===== src/rtl/pipeline_hazard_ctrl.sv =====
// Load-use hazard detection plus stall/flush sequencing FSM for the in-order pipeline.
// Optional macro HAZARD_PERF_CNT_EN adds saturating stall/flush performance counters.
module pipeline_hazard_ctrl #(
    parameter int LOAD_LATENCY = 2,
    parameter int FLUSH_CYCLES = 1,
    parameter int REG_AW       = 5
) (
    input  logic              clk,
    input  logic              rst,
    input  logic [REG_AW-1:0] id_rs1_i,
    input  logic              id_rs1_used_i,
    input  logic [REG_AW-1:0] id_rs2_i,
    input  logic              id_rs2_used_i,
    input  logic [REG_AW-1:0] ex_rd_i,
    input  logic              ex_is_load_i,
    input  logic              ex_redirect_i,
    output logic              stall_from_ld_2clk_o,
    output logic              stall_from_ld_1clk_o,
    output logic              flush_o,
    output logic              pc_hold_o,
`ifdef HAZARD_PERF_CNT_EN
    output logic [31:0]       perf_stall_cnt_o,
    output logic [31:0]       perf_flush_cnt_o,
`endif
    output logic [1:0]        ctrl_state_o
);

    typedef enum logic [1:0] {
        IDLE   = 2'd0,
        HOLD1  = 2'd1,
        FLUSH2 = 2'd2
    } state_t;

    state_t state, state_next;
    logic   hazard;
    logic   redirect_next_flush;

    // x0 is hard-wired zero, so a load targeting it can never feed a consumer.
    assign hazard = ex_is_load_i && (ex_rd_i != '0) &&
                    ((id_rs1_used_i && (id_rs1_i == ex_rd_i)) ||
                     (id_rs2_used_i && (id_rs2_i == ex_rd_i)));

    assign redirect_next_flush = (FLUSH_CYCLES == 2);

    always_ff @(posedge clk) begin
        if (!rst) begin
            state <= IDLE;
        end else begin
            state <= state_next;
        end
    end

    always_comb begin
        state_next           = IDLE;
        stall_from_ld_2clk_o = 1'b0;
        stall_from_ld_1clk_o = 1'b0;
        flush_o              = 1'b0;
        case (state)
            IDLE: begin
                if (ex_redirect_i) begin
                    flush_o    = 1'b1;
                    state_next = redirect_next_flush ? FLUSH2 : IDLE;
                end else if (hazard) begin
                    if (LOAD_LATENCY == 2) begin
                        stall_from_ld_2clk_o = 1'b1;
                        state_next           = HOLD1;
                    end else begin
                        stall_from_ld_1clk_o = 1'b1;
                    end
                end
            end
            HOLD1: begin
                // A redirect here kills the stalled instruction, so the stall is dropped.
                if (ex_redirect_i) begin
                    flush_o    = 1'b1;
                    state_next = redirect_next_flush ? FLUSH2 : IDLE;
                end else begin
                    stall_from_ld_1clk_o = 1'b1;
                end
            end
            FLUSH2: begin
                flush_o = 1'b1;
            end
            default: begin
                state_next = IDLE;
            end
        endcase
    end

    assign pc_hold_o    = stall_from_ld_2clk_o | stall_from_ld_1clk_o;
    assign ctrl_state_o = state;

`ifdef HAZARD_PERF_CNT_EN
    logic [31:0] perf_stall_q;
    logic [31:0] perf_flush_q;

    always_ff @(posedge clk) begin
        if (!rst) begin
            perf_stall_q <= '0;
            perf_flush_q <= '0;
        end else begin
            if (pc_hold_o && (perf_stall_q != '1)) begin
                perf_stall_q <= perf_stall_q + 32'd1;
            end
            // Count accepted redirects only, not the trailing FLUSH2 cycle.
            if (flush_o && (state != FLUSH2) && (perf_flush_q != '1)) begin
                perf_flush_q <= perf_flush_q + 32'd1;
            end
        end
    end

    assign perf_stall_cnt_o = perf_stall_q;
    assign perf_flush_cnt_o = perf_flush_q;
`endif

endmodule


===== config.mk =====
export PLATFORM = sky130hd
export DESIGN_NAME = pipeline_hazard_ctrl
export DESIGN_NICKNAME = d
export VERILOG_FILES = /design/src/rtl/pipeline_hazard_ctrl.sv
export SDC_FILE = /design/constraint.sdc
export NUM_CORES = 1
export LEC_CHECK = 0
export ABC_AREA = 1
export BUFFER_PORTS_ARGS = -buffer_cell sky130_fd_sc_hd__buf_4
export CORE_AREA = 4 4 41 43
export CTS_CLUSTER_SIZE = 16
export DETAILED_ROUTE_END_ITERATION = 7
export DIE_AREA = 0 0 45 47
export PLACE_DENSITY_LB_ADDON = 0.25
export SKIP_CTS_REPAIR_TIMING = 1
export SYNTH_ARGS = -nofsm -noshare
export SYNTH_HDL_FRONTEND = slang
export SYNTH_SLANG_ARGS = --single-unit

===== constraint.sdc =====
create_clock -name clk -period 0.8 [get_ports clk]
set_input_delay 0.08 -clock clk [delete_from_list [all_inputs] [get_ports clk]]
set_output_delay 0.08 -clock clk [all_outputs]
set_load 0.01 [all_outputs]

# After elaboration in Yosys (flattened, before gate mapping)

Cells that the tools add are included.

Reductions and logical operators: 9
Shifts and indexed selects: 0
Add/sub/neg operators: 0
Equality and inequality tests: 4
Multipliers: 0
Bitwise logic cells: 3
$lt $le $gt $ge: 0
Divide/modulo/power cells: 0
Mux-type cells: 8

Operators by type and width:

| cell                 | count |
|---|---|
| $eq A5 B5 Y1         | 2 |
| $mux W1              | 7 |
| $reduce_bool A5 Y1   | 1 |
| $logic_and A1 B1 Y1  | 4 |
| $reduce_or A3 Y1     | 1 |
| $eq A2 B1 Y1 const B | 1 |
| $eq A2 B2 Y1 const B | 1 |
| $logic_not A2 Y1     | 1 |
| $not A1 Y1           | 2 |
| $pmux W1 S2          | 1 |
| $reduce_or A2 Y1     | 1 |
| $logic_or A1 B1 Y1   | 1 |
| $or A1 B1 Y1         | 1 |

Latch bits: 0
Input port bits: 21
RAM bits: 0
Output and inout port bits: 6
Memories kept: 0
Register bits after elaboration: 2
Logic and storage cells: 25
ROM bits: 0

# Longest topological paths before layout

Gate-level depths: netlist of the first run.

Depth after elaboration: 8
Gate-level depth with buffers: 8
Depth with buffers taken out: 8

# Worst setup path after synthesis of the first run

No wires, ideal clock.

Kind: register to output
From: register state[0], in the netlist ctrl_state_o[0]
To: output port pc_hold_o
Path slack: -0.058 ns
Arrival: 0.778 ns
Stages on the path, launching flop included: 5
Data required time: 0.720 ns
Buffers on the path: 0
Cells stage by stage: dfxtp_1 > inv_1 > nor2_1 > inv_1 > nand2_1

Longest elaborated chain between the ends: 3
Elaborated cells on any way between the ends: 5
Classes of those cells: 1 x eq/ne; 2 x mux; 1 x bitwise; 1 x reduce/logical

Ends and longest elaborated chain:

| element                        | line | source |
|---|---|---|
| start: declaration             | 34   | `state_t state, state_next;` |
| start signal: assignment       | 49   | `state <= state_next;` |
| $eq A2 B1 Y1                   | 58   | `case (state)` |
| $mux W1                        | --   |  |
| named net stall_from_ld_1clk_o | 18   | `output logic stall_from_ld_1clk_o,` |
| $or A1 B1 Y1                   | 90   | `assign pc_hold_o = stall_from_ld_2clk_o \| stall_from_ld_1clk_o;` |
| end: declaration               | 20   | `output logic pc_hold_o,` |

The timed path passes the listed nets, and every way through them passes these cells.

# Worst setup path in the final report of the first run

From: input port id_rs1_i[0]
To: output port pc_hold_o

Longest elaborated chain between the ends: 8

Ends and longest elaborated chain:

| element             | line | source |
|---|---|---|
| start: declaration  | 10   | `input logic [REG_AW-1:0] id_rs1_i,` |
| $eq A5 B5 Y1        | 40   | `((id_rs1_used_i && (id_rs1_i == ex_rd_i)) \|\|` |
| $logic_and A1 B1 Y1 | 40   |  |
| $logic_or A1 B1 Y1  | 40   |  |
| $logic_and A1 B1 Y1 | 39   | `assign hazard = ex_is_load_i && (ex_rd_i != '0) &&` |
| $mux W1             | 63   | `end else if (hazard) begin` |
| $mux W1             | 60   | `if (ex_redirect_i) begin` |
| $mux W1             | 58   |  |
| $or A1 B1 Y1        | 90   |  |

Every way passes these cells.

==> results of run 1 <==
[power by group]
part	switching [mW]	internal, mW
logic	0.0955	0.120
registers	0.000164	0.0513
clock network	0	0
[cell usage in the layout (no fill, tap or decap), drive strengths merged]
master,n
nand2,31
buf,26
inv,20
nor2,11
nand3,2
nand4,2
conb,1
dfxtp,1
[worst min-delay path, cell delays in order]
cell and delay [ns]:
buf_4 0.07, inv_1 0.03, nor2_2 0.09
[cells in the mapped netlist]
library cell	number	area, um2
inv_1	17	63.8
nor2_1	10	37.5
nand3_1	2	10.0
conb_1	1	3.75
nand4_1	2	12.5
buf_4	2	15.0
dfxtp_1	1	20.0
nand2_2	2	12.5
inv_2	3	11.3
nor2_2	1	6.26
nand2_1	29	109
[metrics by stage]
step | power, mW | setup slack [ns] | hold slack [ns]
2_1_floorplan | 0.139 | 0.00211 | 0.195
3_3_place_gp | 0.240 | -0.160 | 0.318
3_5_place_dp | 0.240 | -0.137 | 0.324
4_1_cts | 0.241 | -0.140 | 0.324
5_1_grt | 0.293 | -0.208 | 0.342
6_report | 0.267 | -0.131 | 0.316
[routing by layer]
layer  wire (um)  global-route usage
met4           0                   0
met5           0                   0
met3         108              0.0153
met2         402               0.144
met1         332              0.0946
[cell type report]
class / count / area share
inverters: 20 / 0.140
well taps: 15 / 0.0338
flip-flops and latches: 1 / 0.0360
repair buffers: 26 / 0.405
multi-input cells: 47 / 0.385
[how the worst max path moves through the flow]
stage | from | end | slack, ns | depth (start not counted)
floorplan | ctrl_state_o[0] | pc_hold_o | 0.002 | 4
global route | ex_rd_i[3] | pc_hold_o | -0.21 | 10
finish | id_rs1_i[0] | pc_hold_o | -0.13 | 9
global placement | ex_rd_i[2] | pc_hold_o | -0.16 | 9
detailed placement | ex_rd_i[2] | pc_hold_o | -0.14 | 9
CTS | ex_rd_i[2] | pc_hold_o | -0.14 | 9
[logic make-up after synthesis]
| group | synth area share |
|---|---|
| buf+inv | 0.299 |
| other cells | 0.0124 |
| simple gates | 0.622 |
| flops | 0.0664 |
==> metrics.txt, run 1 <==
gr usage total 0.0764; Critical Path RT 0.72 ns; reg2reg end ctrl_state_o[0]; post-synthesis cell count 70; post-layout min period 0.931 ns; Mapped Area 302 um2; count of final max-slew check failures 0; syn nets 91; drt wl/cell 7.73 um; Pre-antenna DRT Iters 2; standard-cell rows 13; Layout Nets approximately 120; post-route ant nets 0; critical path's slowest cell buf_4; Hold EP ctrl_state_o[0]; CP cell instances buf_4, nand2_1, nand2_1, nor2_1, nand3_1, nand2_1, nand2_2, nand2_2, buf_6; HPWL Detailed 751 um; post-synthesis cell type count 11; WP data arrival 0.85 ns; Power per Cell Area 480 nW/um2; failing checks negative setup slack; Chip Width about 45 um; register area 20.0 um2; Hold Crit Depth 3; crit start category input port; worst r2r path cells 5; worst r2r src ctrl_state_o[0]; post-route setup slack -0.131 ns; min-delay src rst; Port Buf Inserts 25; routed wire length ~840 um; fin area 556 um2; cell repeated most along the worst path nand2_1; maxcap violations 0; final worst-path cycle share 1.16; die area 2120 um2; WS Path Type input port to primary output; R2R setup slack ~0.050 ns; Final Hold Viols 0; register area share after synthesis 0.0664; area of the core 1300 um2; Leak 0.366 nW; first-pass GRT wire length 1280 um; critical-path maximum fanout 3; n_diodes 0; Layout Cells excl Fill between 100 and 150; multi-input logic area 214 um2; vias in the first global route 360; drt drc 0; Ports 27; setup_tns -0.259 ns; maximum vdd ir drop ~0.00024 V; critical path's top delay family simple AND/OR/NAND/NOR gates; register bit count reported by yosys 1; Inst Count DP 109; remaining global-route overflow 0; Critical Path Sink Type primary output; Layout area overhead 84.2%; clk_skew 0 ns; placed cell areas 503 um2; Worst path max stage delay 0.11 ns; Min-Delay Path Class input port to flop; via-per-instance ratio 3.94; Clk Latency, worst-skew pair 0 ns; Vias 429; Buf/Inv on CP 2; final setup violation count 3; max frequency 1.07 GHz; status finished, violations left; RD Place Congestion 0.732; Iteration-0 DRC Markers 2; Starting Density 0.232; initial antenna violation count 0; Yosys warning count 0; layout cells sized above 1 0.489; mean area per synthesized cell 4.31 um2; Util after Layout 0.427; max FFs per register 1; Die H 47 um; largest net degree at the start of global routing 5; Fillers 151; RSZ-0062 raised after global routing true; Worst-path clk slew 0 ns
(Power assumes the default switching activity.)
==> run 2, diff against run 1 <==
==> constraint.sdc (replaced) <==
create_clock -name clk -period 0.8 [get_ports clk]
set_input_delay 0.08 -clock clk [delete_from_list [all_inputs] [get_ports clk]]
set_output_delay 0.08 -clock clk [all_outputs]
set_load 0.005 [all_outputs]
==> run 2 against run 1 <==
  * The flow still finishes with violations (negative setup slack)
  * Clock skew unchanged
  * Global-route usage up 0.16 points
  * Sequential share of layout area is essentially flat
  * Sequential power hardly changed
  * Cell count is 0.92% lower
  * Critical path type unchanged
  * Maximum frequency rose by 4.9%
  * Die area unchanged
  * Flip-flop and latch count is the same
  * Wire length grew 1.8%
  * Largest power group unchanged
==> metrics.txt, run 2 (same netlist as run 1, synthesis figures left out) <==
Switching Share 0.348 (was 0.359); crit start category input port (unchanged); drt wl/cell 7.94 um (was 7.73 um); failing checks negative setup slack (unchanged); clk_skew 0 ns (unchanged); Chip Width 45 um (unchanged); sequential power share 0.194 (was 0.193); Final Hold Viols 0 (unchanged); Starting Density 0.232 (unchanged); CP Depth 10 (was 9); Power per Cell Area 481 nW/um2 (was 480 nW/um2); final worst-path cycle share 1.11 (was 1.16); post-route setup slack -0.0878 ns (was -0.131 ns); Critical Path RT 0.72 ns (about the same); HPWL Detailed 765 um (was 751 um); fin area 553 um2 (was 556 um2); Buf/Inv on CP 3 (was 2); Min-Delay Path Class input port to flop (unchanged); die area 2120 um2 (unchanged); Place WS -0.127 ns (was -0.137 ns); Worst-path clk slew 0 ns (about the same); remaining global-route overflow 0 (unchanged); CP cell instances buf_6, inv_4, nand2_2, nand2_2, nor2_1, nand3_1, nand2_1, nand2_2, nand2_2, buf_6 (was buf_4, nand2_1, nand2_1, nor2_1, nand3_1, nand2_1, nand2_2, nand2_2, buf_6); final setup violation count 2 (was 3); max frequency 1.13 GHz (was 1.07 GHz); clock share of power 0 (about the same); standard-cell rows 13 (unchanged); worst r2r path cells 5 (unchanged); cell repeated most along the worst path nand2_2 (was nand2_1); initial antenna violation count 0 (unchanged); drt drc 0 (unchanged); Fillers 145 (was 151); RD Place Congestion 0.705 (was 0.732); n_diodes 0 (unchanged); maxcap violations 0 (unchanged); largest net degree at the start of global routing 5 (unchanged); Clk Latency, worst-skew pair 0 ns (about the same); max FFs per register 1 (unchanged); Ports 27 (unchanged); Hold Crit Depth 3 (unchanged); maximum vdd ir drop 0.000242 V (was 0.000238 V); Die H 47 um (unchanged); Switch Pwr 0.0924 mW (was 0.0957 mW); Int Pwr 0.173 mW (was 0.171 mW); via-per-instance ratio 4.01 (was 3.94); RSZ-0062 raised after global routing true (unchanged); post-route ant nets 0 (unchanged); Port Buf Inserts 25 (unchanged); routed wire length 858 um (was 843 um); most common cell after layout, fill and taps aside nand2_1 (unchanged); Layout area overhead 83.4% (was 84.2%); setup_tns -0.148 ns (was -0.259 ns); Util after Layout 0.425 (was 0.427); combinational share of power 0.806 (was 0.807); Layout Nets 116 (was 117); Iteration-0 DRC Markers 8 (was 2); critical path's slowest cell buf_6 (was buf_4); placed cell areas 493 um2 (was 503 um2); WS Path Type input port to primary output (unchanged); Critical Path Sink Type primary output (unchanged); critical-path maximum fanout 3 (unchanged); Leak 0.362 nW (was 0.366 nW); critical path's top delay family simple AND/OR/NAND/NOR gates (unchanged); vias in the first global route 380 (was 360); layout cells sized above 1 0.473 (was 0.489); Vias 433 (was 429); first-pass GRT wire length 1310 um (was 1280 um); count of final max-slew check failures 0 (unchanged); gr usage total 0.0780 (was 0.0764); post-layout min period 0.888 ns (was 0.931 ns); status finished, violations left (unchanged); hold slack 0.306 ns (was 0.316 ns); WP data arrival 0.81 ns (was 0.85 ns); Pre-antenna DRT Iters 2 (unchanged); area of the core 1300 um2 (unchanged); Worst path max stage delay 0.09 ns (was 0.11 ns); most frequent cells in the layout 22 x nand2_1, 16 x buf_4, 11 x inv_1 (was 22 x nand2_1, 20 x buf_4, 12 x inv_1)
==> run 2: cell count changes in the layout (fill, tap and decap cells not counted), sizes merged <==
| cell | previous run | this run |
|---|---|---|
| buf | 26 | 25 |
==> run 2: power groups by stage <==
stage	logic, mW	registers [mW]	clock network [mW]
3_5_place_dp	0.184	0.0515	0
3_3_place_gp	0.184	0.0514	0
4_1_cts	0.185	0.0515	0
2_1_floorplan	0.0842	0.0515	0
6_report	0.214	0.0515	0
5_1_grt	0.244	0.0515	0
==> run 2: final cells by class <==
type	instances	area, um2	share of cell area
timing repair buffer	25	225	0.407
multi-input combinational	47	209	0.378
inverter	20	80.1	0.145
sequential	1	20.0	0.0362
tap	15	18.8	0.0339
==> run 2: final timing paths <==
check / from / endpoint / slack (ns)
worst max-delay path: ex_rd_i[4] / pc_hold_o / -0.09
worst min-delay path: rst / ctrl_state_o[0] / 0.31
worst max register to register: ctrl_state_o[0] / ctrl_state_o[0] / 0.08
worst min register to register: ctrl_state_o[0] / ctrl_state_o[0] / 0.66
==> run 2: tightest hold or removal path: cells and delay by family <==
| family | cells | cell delay [ns] |
|---|---|---|
| buffers and inverters | 2 | 0.10 |
| and+or+nand+nor | 1 | 0.08 |
==> run 2: routing by layer <==
| metal | part of all wire | routed length [um] | track usage |
|---|---|---|---|
| met1 | 0.40 | 344 | 0.0903 |
| met2 | 0.49 | 419 | 0.161 |
| met4 | 0 | 0 | 0 |
| met3 | 0.11 | 94 | 0.00766 |
| met5 | 0 | 0 | 0 |
==> run 2: through the flow <==
stage / instances / power [mW]
finish: 108 / 0.266
global route: 108 / 0.295
CTS: 108 / 0.236
detailed placement: 108 / 0.236
global placement: 108 / 0.235
floorplan: 70 / 0.136
